[src/rtl/scan_pkg.sv]
// Shared types for the scan link arbiter: FSM state encoding, scanner command codes,
// and the frame parity helper (present only when SCAN_ARB_PARITY_EN is defined).
package scan_pkg;

    typedef enum logic [2:0] {
        ST_IDLE  = 3'd0,
        ST_GRANT = 3'd1,
        ST_CMD   = 3'd2,
        ST_DATA  = 3'd3,
        ST_GAP   = 3'd4
`ifdef SCAN_ARB_PARITY_EN
        , ST_PAR = 3'd5
`endif
    } state_e;

    localparam logic [7:0] CMD_READY_TO_TRANSFER = 8'd2;
    localparam logic [7:0] CMD_START_SCANNING    = 8'd3;
    localparam logic [7:0] CMD_BUFFER_FULL       = 8'd4;
    localparam logic [7:0] CMD_DATA_TRANSFER     = 8'd7;

`ifdef SCAN_ARB_PARITY_EN
    // Odd parity over the whole frame, given the XOR-reductions of its words.
    function automatic logic frame_parity(input logic cmd_xor, input logic dat_xor);
        return ~(cmd_xor ^ dat_xor);
    endfunction
`endif

endpackage

[src/rtl/scan_link_shifter.sv]
// Load/shift PISO for the serial link, LSB first, with a saturating bit counter
// that restarts on every load or clear.
module scan_link_shifter #(
    parameter int WORD_W = 8
) (
    input  logic              clk,
    input  logic              rst,
    input  logic              load_i,
    input  logic              shift_i,
    input  logic              clear_i,
    input  logic [WORD_W-1:0] word_i,
    output logic              ser_o,
    output logic              last_o
);

    localparam int CNT_W = (WORD_W > 1) ? $clog2(WORD_W) : 1;
    localparam logic [CNT_W-1:0] CNT_MAX = CNT_W'(WORD_W - 1);

    logic [WORD_W-1:0] sr_q, sr_d;
    logic [CNT_W-1:0]  cnt_q, cnt_d;

    // Next-state for shift register and bit counter
    always_comb begin
        sr_d  = sr_q;
        cnt_d = cnt_q;
        if (clear_i) begin
            sr_d  = '0;
            cnt_d = '0;
        end else if (load_i) begin
            sr_d  = word_i;
            cnt_d = '0;
        end else if (shift_i) begin
            sr_d  = {1'b0, sr_q[WORD_W-1:1]};
            cnt_d = (cnt_q == CNT_MAX) ? cnt_q : cnt_q + CNT_W'(1);
        end else begin
            sr_d  = sr_q;
            cnt_d = cnt_q;
        end
    end

    // Shift register and counter state
    always_ff @(posedge clk or posedge rst) begin
        if (rst) begin
            sr_q  <= '0;
            cnt_q <= '0;
        end else begin
            sr_q  <= sr_d;
            cnt_q <= cnt_d;
        end
    end

    assign ser_o  = sr_q[0];
    assign last_o = (cnt_q == CNT_MAX);

endmodule

[src/rtl/scan_link_arbiter.sv]
// Round-robin arbiter granting two scanners a shared serial link; each frame is a
// command word plus optional data word. Optional frame parity: SCAN_ARB_PARITY_EN.
module scan_link_arbiter
    import scan_pkg::*;
#(
    parameter int WORD_W  = 8,
    parameter int GAP_CYC = 2
) (
    input  logic              clk,
    input  logic              rst,
    input  logic [1:0]        req,
    input  logic [1:0]        has_data,
    input  logic [WORD_W-1:0] cmd0,
    input  logic [WORD_W-1:0] cmd1,
    input  logic [WORD_W-1:0] dat0,
    input  logic [WORD_W-1:0] dat1,
    output logic [1:0]        grant,
    output logic [1:0]        done,
    output logic              clkOut,
    output logic              dataOut,
    output logic              busy
);

    localparam logic [2:0] GAP_LAST = 3'(GAP_CYC - 1);

    state_e            state_q, state_d;
    logic              last_q, last_d;
    logic [2:0]        gap_q, gap_d;
    logic [WORD_W-1:0] dat_q;
    logic              hd_q;
    logic [1:0]        grant_q, grant_d, done_q, done_d;
    logic              strobe_q, strobe_d, busy_q, busy_d;
    logic              ld_s, sh_s, clr_s, last_bit_s, ser_s, owned_s;
    logic [WORD_W-1:0] word_s, cmd_sel_s, dat_sel_s;
    logic              hd_sel_s;
`ifdef SCAN_ARB_PARITY_EN
    logic              par_q;
`endif

    // During GRANT the pointer already names the new owner.
    assign cmd_sel_s = last_q ? cmd1 : cmd0;
    assign dat_sel_s = last_q ? dat1 : dat0;
    assign hd_sel_s  = last_q ? has_data[1] : has_data[0];

    // Arbiter FSM next-state and shifter control
    always_comb begin
        state_d = state_q;
        last_d  = last_q;
        gap_d   = 3'd0;
        ld_s    = 1'b0;
        sh_s    = 1'b0;
        clr_s   = 1'b0;
        word_s  = '0;
        case (state_q)
            ST_IDLE: begin
                if (req != 2'b00) begin
                    state_d = ST_GRANT;
                    if (req == 2'b11) last_d = ~last_q;
                    else              last_d = req[1];
                end else begin
                    state_d = ST_IDLE;
                end
            end
            ST_GRANT: begin
                state_d = ST_CMD;
                ld_s    = 1'b1;
                word_s  = cmd_sel_s;
            end
            ST_CMD, ST_DATA: begin
                if (!last_bit_s) begin
                    sh_s = 1'b1;
                end else if (state_q == ST_CMD && hd_q) begin
                    state_d = ST_DATA;
                    ld_s    = 1'b1;
                    word_s  = dat_q;
                end else begin
`ifdef SCAN_ARB_PARITY_EN
                    state_d = ST_PAR;
                    ld_s    = 1'b1;
                    word_s  = WORD_W'(par_q);
`else
                    state_d = ST_GAP;
                    clr_s   = 1'b1;
`endif
                end
            end
`ifdef SCAN_ARB_PARITY_EN
            ST_PAR: begin
                state_d = ST_GAP;
                clr_s   = 1'b1;
            end
`endif
            ST_GAP: begin
                if (gap_q == GAP_LAST) state_d = ST_IDLE;
                else                   gap_d   = gap_q + 3'd1;
            end
            default: begin
                state_d = ST_IDLE;
                clr_s   = 1'b1;
            end
        endcase
    end

    // Outputs are registered from the next state so they line up with it
    always_comb begin
        owned_s = (state_d == ST_GRANT) || (state_d == ST_CMD) || (state_d == ST_DATA);
        strobe_d = (state_d == ST_CMD) || (state_d == ST_DATA);
`ifdef SCAN_ARB_PARITY_EN
        owned_s  = owned_s  || (state_d == ST_PAR);
        strobe_d = strobe_d || (state_d == ST_PAR);
`endif
        grant_d = owned_s ? (last_d ? 2'b10 : 2'b01) : 2'b00;
        busy_d  = (state_d != ST_IDLE);
        if ((state_d == ST_GAP) && (state_q != ST_GAP)) done_d = last_q ? 2'b10 : 2'b01;
        else                                           done_d = 2'b00;
    end

    // FSM state, round-robin pointer, gap counter and registered outputs
    always_ff @(posedge clk or posedge rst) begin
        if (rst) begin
            state_q  <= ST_IDLE;
            last_q   <= 1'b1;
            gap_q    <= 3'd0;
            grant_q  <= 2'b00;
            done_q   <= 2'b00;
            strobe_q <= 1'b0;
            busy_q   <= 1'b0;
        end else begin
            state_q  <= state_d;
            last_q   <= last_d;
            gap_q    <= gap_d;
            grant_q  <= grant_d;
            done_q   <= done_d;
            strobe_q <= strobe_d;
            busy_q   <= busy_d;
        end
    end

    // Frame contents are captured once in GRANT so later input changes are ignored
    always_ff @(posedge clk or posedge rst) begin
        if (rst) begin
            dat_q <= '0;
            hd_q  <= 1'b0;
`ifdef SCAN_ARB_PARITY_EN
            par_q <= 1'b0;
`endif
        end else if (state_q == ST_GRANT) begin
            dat_q <= dat_sel_s;
            hd_q  <= hd_sel_s;
`ifdef SCAN_ARB_PARITY_EN
            par_q <= frame_parity(^cmd_sel_s, hd_sel_s & (^dat_sel_s));
`endif
        end else begin
            dat_q <= dat_q;
            hd_q  <= hd_q;
`ifdef SCAN_ARB_PARITY_EN
            par_q <= par_q;
`endif
        end
    end

    scan_link_shifter #(.WORD_W(WORD_W)) u_shifter (
        .clk     (clk),
        .rst     (rst),
        .load_i  (ld_s),
        .shift_i (sh_s),
        .clear_i (clr_s),
        .word_i  (word_s),
        .ser_o   (ser_s),
        .last_o  (last_bit_s)
    );

    assign grant   = grant_q;
    assign done    = done_q;
    assign clkOut  = strobe_q;
    assign dataOut = ser_s;
    assign busy    = busy_q;

endmodule

[config.mk]
export PLATFORM = sky130hd
export DESIGN_NAME = scan_link_arbiter
export DESIGN_NICKNAME = d
export VERILOG_FILES = /design/src/rtl/scan_pkg.sv /design/src/rtl/scan_link_shifter.sv /design/src/rtl/scan_link_arbiter.sv
export SDC_FILE = /design/constraint.sdc
export NUM_CORES = 1
export LEC_CHECK = 0
export CAP_MARGIN = 20
export CORE_MARGIN = 2
export CORE_UTILIZATION = 49
export DETAILED_ROUTE_END_ITERATION = 6
export PLACE_DENSITY = 0.79
export REMOVE_ABC_BUFFERS = 1
export SLEW_MARGIN = 15
export SYNTH_ARGS = -nofsm -noshare
export SYNTH_HDL_FRONTEND = slang
export SYNTH_HIERARCHICAL = 1
export SYNTH_SLANG_ARGS = --single-unit
[constraint.sdc]
create_clock -name clk -period 3 [get_ports clk]
set_input_delay 0.75 -clock clk [delete_from_list [all_inputs] [get_ports clk]]
set_output_delay 0.75 -clock clk [all_outputs]
set_load 0.01 [all_outputs]
==> results.sh <==
export IMPL_synthFlopType="dfrtp_1"
export IMPL_nets=245
export IMPL_required_ps=3160
export IMPL_drv_slew=0
export IMPL_cts_root_buf="clkbuf_8"
export IMPL_start_kind="register"
export IMPL_min_period_ps=2440
export IMPL_synth_common_cells="dfrtp_1, mux2i_1, nand2_1"
export IMPL_synthArstFlopShare_pct=100
export IMPL_cts_tree="built"
export IMPL_arrival_ps=2600
export IMPL_synth_top_area_share_pct=42.8
export IMPL_grt_ovfl_total=0
export IMPL_layout_drive_gt1_share_pct=18.4
export IMPL_yosysSeqAreaShare_pct=44.2
export IMPL_htree_num_levels=2
export IMPL_max_cap_viol_count=0
export IMPL_cts_resized=0
export IMPL_ys_ff_latch=33
export IMPL_grt_pass1_wl_um=6000
export IMPL_post_synth_instance_area_mm2=0.00187
export IMPL_via_count=1320
export IMPL_fin_crit_sh_pct=81.5
export IMPL_min_from="gap_q[0]$_DFF_PP0_"
export IMPL_ys_warn_count=6
export IMPL_drtPass1Iterations=4
export IMPL_crit_fanout=12
export IMPL_synth_distinct_cells=40
export IMPL_cts_buffers=5
export IMPL_worst_setup_path_end_kind="register"
export IMPL_worstMarginPinSlew_ps=1000
export IMPL_grt_pass1_vias=1376
export IMPL_die_h_um=65.8
export IMPL_path_class="register to register"
export IMPL_avgSynthCellArea_um2=11.4
export IMPL_fin_util_pct=65.3
export IMPL_syn_inst=165
export IMPL_grt_max_degree=27
export IMPL_fmax_mhz=409
export IMPL_clock_latency_ps=290
export IMPL_cts_sinks=33
export IMPL_dp_hpwl_um=2680
export IMPL_timing_final_ws_setup_ps=556
export IMPL_io_buffers=44
export IMPL_clkTransAtPathRegs_ps=70
export IMPL_start_util_pct=51.2
export IMPL_postPlaceCellArea_mm2=0.00228
export IMPL_timing_rr_start="u_shifter/cnt_q[0]$_DFFE_PP0P_"
export IMPL_fin_area_mm2=0.00239
export IMPL_status="finished, final reports clean"
export IMPL_hold_path_class="register to register"
export IMPL_power_density_mw_per_mm2=796
export IMPL_drtAntennaViolNets=0
export IMPL_reg2reg_depth=7
export IMPL_ir_drop_mv=0.368
export IMPL_drc=0
export IMPL_hold_end="gap_q[0]$_DFF_PP0_"
export IMPL_grt_setup_unrepaired="no"
export IMPL_place_ws_ps=554
export IMPL_ios=45
export IMPL_hold_viol=0
export IMPL_p_leak_nw=1.10
export IMPL_skew_ps=9.28
export IMPL_max_slew_margin_pct=33.0
export IMPL_finalSetupTns_ps=0
export IMPL_viasPerCell=5.20
export IMPL_cts_hold_fix_buffers=0
export IMPL_grtUsageTotal_pct=18.5
export IMPL_r2r_end="u_shifter/sr_q[3]$_DFFE_PP0P_"
export IMPL_first_iter_violations=20
export IMPL_hold_path_depth=1
export IMPL_clk_path_buf_depth=2
export IMPL_setup_violations=0
export IMPL_synth_edf_count=0
export IMPL_rows=22
export IMPL_diodes=0
export IMPL_synth_area_leaders="dfrtp_1, mux2i_1, o2bb2ai_2, mux2_2, nand2_1"
export IMPL_yosysMostFrequentCell="dfrtp_1"
export IMPL_area_delta_synth_final_pct=27.7
export IMPL_place_congestion=0.778
export IMPL_r2r_setup_slack_ps=560
export IMPL_core_area_mm2=0.00366
export IMPL_antenna_found_initial=0
export IMPL_routed_wl_um=3500
export IMPL_post_cts_setup_buffers=0
export IMPL_synth_largest_area_cell="dfrtp_1"
export IMPL_wl_per_cell_um=13.8
export IMPL_dieWidth_um=65.8
export IMPL_die_area_mm2=0.00433
-- metrics by stage --
| step | hold WS, ps | power [W] | std cells |
|---|---|---|---|
| finish | 503 | 0.00190 | 254 |
| global route | 540 | 0.00203 | 254 |
| CTS | 515 | 0.00192 | 254 |
| detailed placement | 502 | 0.00150 | 246 |
| global placement | 468 | 0.00147 | 246 |
| floorplan | 454 | 0.00126 | 153 |
-- area by class of cell --
class	count	area, um^2
well taps	48	60.1
flip-flops and latches	33	827
inverters	7	26.3
repair buffers	45	448
multi-input cells	113	915
fillers	291	1270
clock buffers	5	68.8
clock inverters	3	46.3
-- power breakdown --
part	total, W	internal (W)	switching, W
sequential	0.000760	0.000593	0.000168
clock	0.000415	0.000248	0.000167
combinational	0.000728	0.000389	0.000339
-- cell usage in the layout, fill, tap and decap left out, drive strengths merged, types with 2 or more instances in the layout --
master         count
a31oi              2
inv                7
ha                 2
o21ai             10
mux2i             26
nand2b             2
nand3              2
nor3               3
xnor2              2
nand2             16
nor2              13
clkbuf             5
clkdlybuf4s50     44
or3b               2
nor3b              2
mux2               7
dfrtp             32
o2bb2ai            8
and3b              2
-- worst max path at each step --
stage / slack [ps] / endpoint / cells after the start / start
2_1_floorplan: 720 / u_shifter/cnt_q[1]$_DFFE_PP0P_ / 6 / u_shifter/cnt_q[0]$_DFFE_PP0P_
3_3_place_gp: 640 / u_shifter/sr_q[7]$_DFFE_PP0P_ / 8 / u_shifter/cnt_q[0]$_DFFE_PP0P_
3_5_place_dp: 550 / u_shifter/sr_q[3]$_DFFE_PP0P_ / 7 / u_shifter/cnt_q[0]$_DFFE_PP0P_
4_1_cts: 520 / u_shifter/sr_q[3]$_DFFE_PP0P_ / 7 / u_shifter/cnt_q[0]$_DFFE_PP0P_
5_1_grt: 370 / u_shifter/sr_q[3]$_DFFE_PP0P_ / 7 / u_shifter/cnt_q[0]$_DFFE_PP0P_
6_report: 560 / u_shifter/sr_q[3]$_DFFE_PP0P_ / 7 / u_shifter/cnt_q[0]$_DFFE_PP0P_
-- routing by layer --
metal / GRT usage, % / vias up / wire (um)
met5: 0 / - / 0
met4: 9.38 / 0 / 65
met3: 2.56 / 7 / 139
met2: 30.7 / 36 / 1770
met1: 23.6 / 620 / 1530
li1: - / 657 / -
-- critical path: stages, from the launching register on --
cell	delay, ps
dfrtp_1	380
ha_1	160
ha_1	300
and3b_1	260
and3b_1	480
o21ba_2	430
mux2i_1	260
nor2_1	60
-- state kept, by name, indices dropped and copies added, names as in the netlist --
signal	flops
last_q	1
done	2
clkOut	1
grant	2
u_shifter/cnt_q	3
state_q	3
u_shifter/sr_q	8
hd_q	1
busy	1
gap_q	3
dat_q	8
-- kinds of logic after synthesis --
family	after synthesis	share of synthesized area [%]
XOR/XNOR	3	1.40
buffers and inverters	19	7.01
adder cells (fa/ha/maj)	2	1.34
AND/OR/NAND/NOR	48	14.4
AO/OA/AOI/OAI	27	13.6
flip-flops	33	44.2
multiplexers	33	18.1
Power figures use the tool's default switching activity.
